[config.mk]
export PLATFORM = sky130hd
export DESIGN_NAME = sd_cmd_tx_flat
export DESIGN_NICKNAME = d
export VERILOG_FILES = /design/src/rtl/sd_cmd_tx_if.sv /design/src/rtl/sd_cmd_tx.sv /design/src/flat_wrapper.sv
export SDC_FILE = /design/constraint.sdc
export NUM_CORES = 1
export LEC_CHECK = 0
export CAP_MARGIN = 20
export CORE_AREA = 2 2 93 68
export CTS_CLUSTER_SIZE = 24
export DETAILED_ROUTE_END_ITERATION = 6
export DIE_AREA = 0 0 95 70
export HOLD_SLACK_MARGIN = 0.05
export PLACE_DENSITY = 0.77
export RECOVER_POWER = 25
export SYNTH_ARGS = -nofsm -noshare
export SYNTH_HDL_FRONTEND = slang
export SYNTH_SLANG_ARGS = --single-unit
[constraint.sdc]
create_clock -name sd_clk -period 2.8 [get_ports sd_clk]
set_clock_uncertainty 0.15 [all_clocks]
set_input_delay 0.28 -clock sd_clk [delete_from_list [all_inputs] [get_ports sd_clk]]
set_output_delay 0.28 -clock sd_clk [all_outputs]
set_load 0.005 [all_outputs]
[src/rtl/sd_cmd_tx_if.sv]
// Command-request and CMD-line signals between the SD host controller and its command transmitter.
// The master side issues send requests; the slave side serialises the frame and reports its progress.
interface sd_cmd_tx_if;
   logic        send_en;
   logic [5:0]  cmd_index;
   logic [31:0] cmd_arg;
   logic        sd_cmd_out;
   logic        sd_cmd_oe;
   logic        busy;
   logic        sd_send_started;
   logic        sd_send_finished;

   modport master (
      output send_en,
      output cmd_index,
      output cmd_arg,
      input  sd_cmd_out,
      input  sd_cmd_oe,
      input  busy,
      input  sd_send_started,
      input  sd_send_finished
   );

   modport slave (
      input  send_en,
      input  cmd_index,
      input  cmd_arg,
      output sd_cmd_out,
      output sd_cmd_oe,
      output busy,
      output sd_send_started,
      output sd_send_finished
   );
endinterface

[src/rtl/sd_cmd_tx.sv]
// SD CMD-line transmitter: start bit on the line one cycle after acceptance, 48 bits, then NCC_CYCLES idle.
// Requests are level-sampled only in IDLE; send_en is ignored (no queueing) while busy.
module sd_cmd_tx #(
   parameter int NCC_CYCLES = 8
) (
   input  logic        sd_clk,
   input  logic        reset,
   sd_cmd_tx_if.slave  bus
);

   localparam int NCC_W = (NCC_CYCLES > 0) ? $clog2(NCC_CYCLES + 1) : 1;
   localparam logic [NCC_W-1:0] NCC_LAST = (NCC_CYCLES > 0) ? NCC_W'(NCC_CYCLES - 1) : NCC_W'(0);
   localparam logic [5:0] LAST_SEND_BIT = 6'd39;
   localparam logic [5:0] LAST_CRC_BIT  = 6'd46;
   localparam logic [6:0] CRC7_POLY     = 7'h09;

   typedef enum logic [2:0] {
      ST_IDLE,
      ST_SEND,
      ST_CRC,
      ST_END,
      ST_NCC
   } state_t;

   typedef struct packed {
      logic        start_bit;
      logic        tx_bit;
      logic [5:0]  index;
      logic [31:0] arg;
   } cmd_hdr_t;

   state_t           state_q, state_d;
   logic [39:0]      shreg_q, shreg_d;
   logic [6:0]       crc_q, crc_d;
   logic [5:0]       bitcnt_q, bitcnt_d;
   logic [NCC_W-1:0] ncc_q, ncc_d;

   logic out_q, out_d;
   logic oe_q, oe_d;
   logic busy_q, busy_d;
   logic started_q, started_d;
   logic finished_q, finished_d;

   cmd_hdr_t   hdr;
   logic       crc_fb;
   logic [6:0] crc_step;

   // State register plus the datapath and output flops that follow it.
   always_ff @(posedge sd_clk or posedge reset) begin
      if (reset) begin
         state_q    <= ST_IDLE;
         shreg_q    <= '0;
         crc_q      <= '0;
         bitcnt_q   <= '0;
         ncc_q      <= '0;
         out_q      <= 1'b1;
         oe_q       <= 1'b0;
         busy_q     <= 1'b0;
         started_q  <= 1'b0;
         finished_q <= 1'b0;
      end else begin
         state_q    <= state_d;
         shreg_q    <= shreg_d;
         crc_q      <= crc_d;
         bitcnt_q   <= bitcnt_d;
         ncc_q      <= ncc_d;
         out_q      <= out_d;
         oe_q       <= oe_d;
         busy_q     <= busy_d;
         started_q  <= started_d;
         finished_q <= finished_d;
      end
   end

   always_comb begin
      state_d = state_q;
      case (state_q)
         ST_IDLE: if (bus.send_en) state_d = ST_SEND;
         ST_SEND: if (bitcnt_q == LAST_SEND_BIT) state_d = ST_CRC;
         ST_CRC:  if (bitcnt_q == LAST_CRC_BIT) state_d = ST_END;
         ST_END:  state_d = (NCC_CYCLES == 0) ? ST_IDLE : ST_NCC;
         ST_NCC:  if (ncc_q == NCC_LAST) state_d = ST_IDLE;
         default: state_d = ST_IDLE;
      endcase
   end

   // CRC7 accumulates over the 40 header bits as they leave, then is shifted out MSB first.
   always_comb begin
      hdr      = '{start_bit: 1'b0, tx_bit: 1'b1, index: bus.cmd_index, arg: bus.cmd_arg};
      crc_fb   = crc_q[6] ^ shreg_q[39];
      crc_step = {crc_q[5:0], 1'b0} ^ (crc_fb ? CRC7_POLY : 7'h00);
      shreg_d  = shreg_q;
      crc_d    = crc_q;
      bitcnt_d = bitcnt_q;
      ncc_d    = ncc_q;
      case (state_q)
         ST_IDLE: begin
            if (bus.send_en) begin
               shreg_d  = hdr;
               crc_d    = '0;
               bitcnt_d = '0;
               ncc_d    = '0;
            end
         end
         ST_SEND: begin
            shreg_d  = {shreg_q[38:0], 1'b0};
            crc_d    = crc_step;
            bitcnt_d = bitcnt_q + 6'd1;
         end
         ST_CRC: begin
            crc_d    = {crc_q[5:0], 1'b0};
            bitcnt_d = bitcnt_q + 6'd1;
         end
         ST_END: begin
            bitcnt_d = bitcnt_q + 6'd1;
            ncc_d    = '0;
         end
         ST_NCC: begin
            if (ncc_q != NCC_LAST) ncc_d = ncc_q + NCC_W'(1);
         end
         default: begin
            shreg_d  = '0;
            crc_d    = '0;
            bitcnt_d = '0;
            ncc_d    = '0;
         end
      endcase
   end

   // Outputs are decoded from the upcoming state so every pad-facing signal leaves a flop.
   always_comb begin
      out_d      = 1'b1;
      oe_d       = 1'b0;
      started_d  = 1'b0;
      finished_d = 1'b0;
      busy_d     = (state_d != ST_IDLE);
      case (state_d)
         ST_SEND: begin
            oe_d      = 1'b1;
            out_d     = shreg_d[39];
            started_d = (state_q == ST_IDLE);
         end
         ST_CRC: begin
            oe_d  = 1'b1;
            out_d = crc_d[6];
         end
         ST_END: begin
            oe_d  = 1'b1;
            out_d = 1'b1;
         end
         ST_IDLE: finished_d = (state_q != ST_IDLE);
         default: begin
            oe_d  = 1'b0;
            out_d = 1'b1;
         end
      endcase
   end

   assign bus.sd_cmd_out       = out_q;
   assign bus.sd_cmd_oe        = oe_q;
   assign bus.busy             = busy_q;
   assign bus.sd_send_started  = started_q;
   assign bus.sd_send_finished = finished_q;

   a_start_bit_low: assert property (@(posedge sd_clk) disable iff (reset)
      started_q |-> (oe_q && !out_q));
   a_drive_only_busy: assert property (@(posedge sd_clk) disable iff (reset)
      oe_q |-> busy_q);
   a_finish_released: assert property (@(posedge sd_clk) disable iff (reset)
      finished_q |-> (!busy_q && !oe_q && out_q));

endmodule

[src/flat_wrapper.sv]
// flat-port wrapper written by rule: the top's interface ports become plain ports
module sd_cmd_tx_flat 
#(
   parameter int NCC_CYCLES = 8
)
  (sd_clk, reset, bus_send_en, bus_cmd_index, bus_cmd_arg, bus_sd_cmd_out, bus_sd_cmd_oe, bus_busy, bus_sd_send_started, bus_sd_send_finished);
  sd_cmd_tx_if bus_i ();
  input  logic sd_clk;
  input  logic reset;
  input wire logic [$bits(bus_i.send_en)-1:0] bus_send_en;
  input wire logic [$bits(bus_i.cmd_index)-1:0] bus_cmd_index;
  input wire logic [$bits(bus_i.cmd_arg)-1:0] bus_cmd_arg;
  output wire logic [$bits(bus_i.sd_cmd_out)-1:0] bus_sd_cmd_out;
  output wire logic [$bits(bus_i.sd_cmd_oe)-1:0] bus_sd_cmd_oe;
  output wire logic [$bits(bus_i.busy)-1:0] bus_busy;
  output wire logic [$bits(bus_i.sd_send_started)-1:0] bus_sd_send_started;
  output wire logic [$bits(bus_i.sd_send_finished)-1:0] bus_sd_send_finished;
  assign bus_i.send_en = bus_send_en;
  assign bus_i.cmd_index = bus_cmd_index;
  assign bus_i.cmd_arg = bus_cmd_arg;
  assign bus_sd_cmd_out = bus_i.sd_cmd_out;
  assign bus_sd_cmd_oe = bus_i.sd_cmd_oe;
  assign bus_busy = bus_i.busy;
  assign bus_sd_send_started = bus_i.sd_send_started;
  assign bus_sd_send_finished = bus_i.sd_send_finished;
  sd_cmd_tx #(.NCC_CYCLES(NCC_CYCLES)) u_core (.sd_clk(sd_clk), .reset(reset), .bus(bus_i));
endmodule
==> metrics.cfg, run 1 <==
[run_status]
outcome=complete, but fails checks
violations=capacitance limit, slew limit

[timing]
post-route-min-period_ps=2130
finalSetupTns_ps=0
timing.fmax_mhz=470
setup_viol=0
hold_viol=0
tightest_slew_ps=1560
maxSlewViolCount=66
slew_headroom=-0.0372
period_share=0.760
rsz0062_at_grt=no

[layout]
fillerInstances=476
multi_input_area_um2=1050
utilization=0.615
seq_area_um2=1630
nets=356
drive_gt1_frac=0.0978
antenna-diode-count=0
area_delta_synth_final_pct=22.9

[worst_hold_path]
min_from=u_core.ncc_q[3]$_DFFE_PP0P_
hold_depth=1
min_to=u_core.ncc_q[3]$_DFFE_PP0P_
hp-class=reg2reg

[floorplanning]
rows=24
core_um2=5920
io_pins=46
chipWidth_um=95
initial_core_util=0.500
fp.dieH_um=70
dieArea_um2=6650

[setup_path]
slowest_delay_ps=700
reg2reg_depth=5
ff2ff_setup_slack_ps=670
crit_path_start_kind=flip-flop
crit_buf_inv=2
critical_path_arrival_ps=2180
rr_endpoint=u_core.shreg_q[36]$_DFFE_PP0P_
crit_chain=nand2b_1, o31ai_4, buf_4, a222oi_1, inv_1
crit_required_ps=2850
slowest_stage=dfrtp_1
end_kind=flip-flop
crit_path_start=u_core.state_q[2]$_DFF_PP0_
reg2reg_from=u_core.state_q[2]$_DFF_PP0_
critPathKind=reg2reg
path_max_fanout=40
critPathTopFamily=flip-flops

[clock_tree]
cts-resized-gates=0
tritoncts=built
cts_hold_buf=0
clock_path_buffers=2
cts_buffers=9
clk_pin_slew_ps=70
clk_latency_ps=330
cts_sinks=65
postCtsSetupRepairBufs=0
clockRootBuffer=clkbuf_8
cts-htree-levels=3

[drt]
vias_per_cell=5.84
drc_errors=0
drtIter0Drc=341
dr.pass1.iters=7
ant_nets=0
wl_mm=6.23
vias=2307
wire_per_inst_um=15.8

[run]
max_cap_viol_count=1

[power_and_ir_drop]
p_leak_nw=1.90
p_per_area_nw_per_um2=491
ir_drop_uv=255

[synthesis]
synth_commonest_cells=64 x dfrtp_1, 42 x inv_1, 37 x a222oi_1
synth_cell_types=45
yosysMostFrequentCell=dfrtp_1
syn_inst=268
ys_warn_count=0
synth_area_leaders=dfrtp_1 54%, a222oi_1 13%, inv_1 5.3%
postSynthAreaPerCell_um2=11.0
netlist_area_um2=2960
synth-async-reset-ratio=1.00
ys_ff_latch=65
yosysTopAreaCellShare=0.541
synth_seq_area_share=0.550
post-synth-top-area-cell=dfrtp_1
synth_edf_count=0
synth_nets=312
synth_flop_cell=dfrtp_1

[place]
io_buffers=45
gp_congestion=0.797
dp_hpwl_mm=3.95

[grt]
grt_pass1_vias=2122
grt_max_degree=66
grt_pass1_wl_mm=10.1
overflow=0
grt.total_usage=0.195
antenna_found_initial=0

-- worst max-delay path by stage --
stage	to	slack, ps	depth (start not counted)
2_1_floorplan	u_core.bitcnt_q[0]$_DFFE_PP0P_	750	1
3_3_place_gp	u_core.shreg_q[12]$_DFFE_PP0P_	740	6
3_5_place_dp	u_core.shreg_q[37]$_DFFE_PP0P_	630	6
4_1_cts	u_core.shreg_q[33]$_DFFE_PP0P_	650	5
5_1_grt	u_core.bitcnt_q[2]$_DFFE_PP0P_	390	3
6_report	u_core.shreg_q[36]$_DFFE_PP0P_	670	5
-- power by group --
group | switching (mW) | total (mW) | internal, mW
clock | 0.333 | 0.767 | 0.434
sequential | 0 | 0.939 | 0.939
combinational | 0.0285 | 0.0783 | 0.0498
-- layer usage --
layer	global-route usage	routed length (um)
met5	0	0
met1	0.276	2870
met2	0.289	2910
met4	0.0467	54
met3	0.0690	400
-- registers in the layout, indices dropped and copies added, names as in the netlist --
signal and flops:
u_core.state_q 3, u_core.bus.sd_cmd_oe 1, u_core.bitcnt_q 6, u_core.bus.sd_send_finished 1
u_core.bus.busy 1, u_core.ncc_q 4, u_core.bus.sd_cmd_out 1, u_core.shreg_q 40
u_core.bus.sd_send_started 1, u_core.crc_q 7
-- cell type report --
class | count | share of cell area
timing repair buffer | 53 | 0.140
sequential | 65 | 0.448
multi-input combinational | 140 | 0.289
clock inverter | 3 | 0.0110
tap | 78 | 0.0268
inverter | 43 | 0.0444
clock buffer | 13 | 0.0409
-- stage by stage --
stage	std cells	instance area [um^2]	setup slack, ps	power (mW)	hold slack, ps
finish	395	3640	673	1.78	321
floorplan	268	2960	745	0.972	263
global route	395	3640	394	1.85	354
CTS	395	3650	650	1.81	192
global placement	379	3460	739	1.04	302
detailed placement	379	3460	629	1.04	314
-- placed cells by master, fill, tap and decap left out, drive strengths merged, types with 6 or more instances in the layout --
master,netlist,layout
nand3,6,6
inv,43,42
a222oi,37,37
clkbuf,1,14
nor2,9,9
o21ai,18,18
a21oi,10,10
nand2,11,11
dfrtp,64,64
clkdlybuf4s50,0,44
buf,19,7
nor2b,6,6
-- logic make-up after synthesis --
family	Yosys count	share of synthesized area
adder cells (fa/ha/maj)	3	0.0127
AND/OR/NAND/NOR	45	0.0829
flip-flops	65	0.550
buffers and inverters	63	0.0994
multiplexers	5	0.0178
AO/OA/AOI/OAI	85	0.231
XOR/XNOR	2	0.00592
(Power assumes the default switching activity.)
==> run 2, diff against run 1 <==
CORE_AREA = 2 2 97 71   (was 2 2 93 68)
DIE_AREA = 0 0 99 73   (was 0 0 95 70)
PLACE_DENSITY = 0.74   (was 0.77)
clock period = 1.75 ns   (was 2.8 ns; I/O delays follow)
==> run 2 against run 1 <==
The run ends with DRC left. Non-clock buffer count grew 18. Via count grew 0.56%. Critical path depth fell by 4. Hold slack worse by 19 ps. First-iteration DRC count is 24% lower. Register-to-register slack got worse by 600 ps. Sequential power increased by 60%. Flip-flop and latch count stayed put. Combinational power grew 80%. Final area is 8.6% higher. Die area rose by 8.7%. Sequential share of layout area shrank 3.5 points. Largest cell class unchanged. Highest routed layer unchanged.
==> metrics.cfg, run 2 (synthesis gave the netlist of run 1 again) <==
[clock_tree]
cts-htree-levels=3  ; unchanged
clk_latency_ps=330  ; about the same
clk_pin_slew_ps=70  ; about the same
cts_buffers=9  ; unchanged
tritoncts=built
clockRootBuffer=clkbuf_8
cts_sinks=65  ; unchanged
clock_path_buffers=2  ; unchanged

[grt]
overflow=0  ; unchanged
antenna_found_initial=0  ; unchanged
grt_max_degree=41  ; -38%
grt_pass1_wl_mm=10.2  ; +1.2%
grt.total_usage=0.179  ; -0.0156
grt_pass1_vias=2166  ; +2.1%

[layout]
antenna-diode-count=0  ; unchanged
layout_commonest_cell=dfrtp_1
nets=374  ; +5.1%
drive_gt1_frac=0.165  ; +0.0669
multi_input_area_um2=1080  ; +2.4%
final_cell_mix=62 x dfrtp_1, 44 x clkdlybuf4s50_1, 41 x inv_1
instances_no_fill=415  ; +5.1%
largest_reg_flops=40  ; unchanged
utilization=0.616  ; +0.00117
largestRegisters=u_core.shreg_q x40, u_core.crc_q x7, u_core.bitcnt_q x6
largest-register=u_core.shreg_q
seq_area_um2=1630  ; +0.15%
area_delta_synth_final_pct=33.4
fillerInstances=517  ; +8.6%

[drt]
drtIter0Drc=259  ; -24%
drc_errors=4  ; +4
wire_per_inst_um=15.1  ; -4.2%
dr.pass1.iters=7  ; unchanged
wl_mm=6.27  ; +0.61%
vias_per_cell=5.59  ; -4.3%
ant_nets=0  ; unchanged
vias=2320  ; +0.56%

[setup_path]
critPathTopFamily=flip-flops
reg2reg_depth=5  ; unchanged
critical_path_arrival_ps=1360  ; -820 ps
slowest_delay_ps=530  ; -170 ps
crit_buf_inv=1  ; -1
path_max_fanout=1  ; -98%
end_kind=output port
slowest_stage=dfstp_2
critPathKind=reg2out
crit_required_ps=1420  ; -1430 ps
reg2reg_from=u_core.state_q[1]$_DFF_PP0_
ff2ff_setup_slack_ps=70  ; -600 ps
crit_path_start_kind=flip-flop
crit_chain=clkdlybuf4s50_1
rr_endpoint=u_core.bus.sd_cmd_out$_DFF_PP1_
path_depth=1  ; -4

[timing]
finalSetupTns_ps=0  ; unchanged
period_share=0.961
setup_viol=0  ; unchanged
hold_viol=0  ; unchanged
slew_headroom=0.664  ; +0.701
holdWs_ps=302  ; -19.1 ps
tightest_slew_ps=502  ; -1050 ps
rsz0062_at_grt=yes
post-route-min-period_ps=1680
maxSlewViolCount=0  ; -100%
timing.fmax_mhz=595

[worst_hold_path]
min_to=u_core.shreg_q[20]$_DFFE_PP0P_
hold_depth=3  ; +2
min_from=bus_cmd_arg[20]
hp-class=in2reg

[place]
dp_hpwl_mm=4.33  ; +9.7%
gp_congestion=0.837  ; +5.1%
io_buffers=45  ; unchanged
placed_cells=398  ; +5.0%

[floorplanning]
rows=25  ; +4.2%
io_pins=46  ; unchanged
chipWidth_um=99  ; +4.2%
dieArea_um2=7230  ; +8.7%
fp.dieH_um=73  ; +4.3%
core_um2=6410  ; +8.4%
initial_core_util=0.461  ; -0.0387

[run]
max_cap_viol_count=0  ; -1

[power_and_ir_drop]
p_leak_nw=2.05  ; +8.1%
total_power_mw=3.13  ; +75%
p_per_area_nw_per_um2=792  ; +62%
ir_drop_uv=621  ; +140%

[run_status]
violations=DRC
outcome=complete, but fails checks

-- run 2: worst register-to-register path, stage by stage, from the launching register on --
cell,delay [ps]
dfrtp_1,390
buf_4,170
buf_4,160
nor3_4,360
a22oi_1,170
a32oi_1,210
-- run 2: worst max-delay path by stage --
stage / from / end / slack (ps)
5_1_grt: u_core.state_q[1]$_DFF_PP0_ / u_core.bus.sd_cmd_out$_DFF_PP1_ / -10
6_report: u_core.bus.sd_cmd_out$_DFF_PP1_ / bus_sd_cmd_out / 70
2_1_floorplan: u_core.state_q[0]$_DFF_PP0_ / u_core.ncc_q[3]$_DFFE_PP0P_ / 180
3_5_place_dp: bus_send_en / u_core.shreg_q[35]$_DFFE_PP0P_ / -190
4_1_cts: u_core.state_q[0]$_DFF_PP0_ / u_core.shreg_q[22]$_DFFE_PP0P_ / 30
3_3_place_gp: bus_send_en / u_core.shreg_q[36]$_DFFE_PP0P_ / -130
-- run 2: final cells by class --
type / instances / area share
Sequential cell: 65 / 0.413
Multi-Input combinational cell: 140 / 0.273
Timing Repair Buffer: 71 / 0.188
Inverter: 43 / 0.0418
Clock buffer: 9 / 0.0314
Clock inverter: 6 / 0.0272
Tap cell: 81 / 0.0257
-- run 2: repair_timing --
item	CTS	global route
buffers inserted	0	1
gates resized for setup	0	8
hold buffers	1	0
endpoints found under the setup margin	0	31
hold endpoints to repair	15	0
-- run 2: routing by layer --
metal | global-route usage | vias to the layer above | part of all wire
li1 | - | 1118 | -
met3 | 0.0556 | 2 | 0.060
met5 | 0 | - | 0
met2 | 0.259 | 70 | 0.44
met1 | 0.259 | 1130 | 0.49
met4 | 0.0563 | 0 | 0.0040
-- run 2: where the power goes --
part | total, mW | switching (mW) | leakage [nW] | internal (mW)
clock network | 1.49 | 0.553 | 0.115 | 0.933
logic | 0.141 | 0.0491 | 1.05 | 0.0918
registers | 1.50 | 0 | 0.883 | 1.50
total | 3.13 | 0.603 | 2.05 | 2.53
-- run 2: stage by stage --
step	worst slack, ps	cell area (um^2)
5_1_grt	-13.1	3950
3_3_place_gp	-130	3660
3_5_place_dp	-185	3660
2_1_floorplan	185	2960
4_1_cts	26.9	3910
6_report	68.4	3950
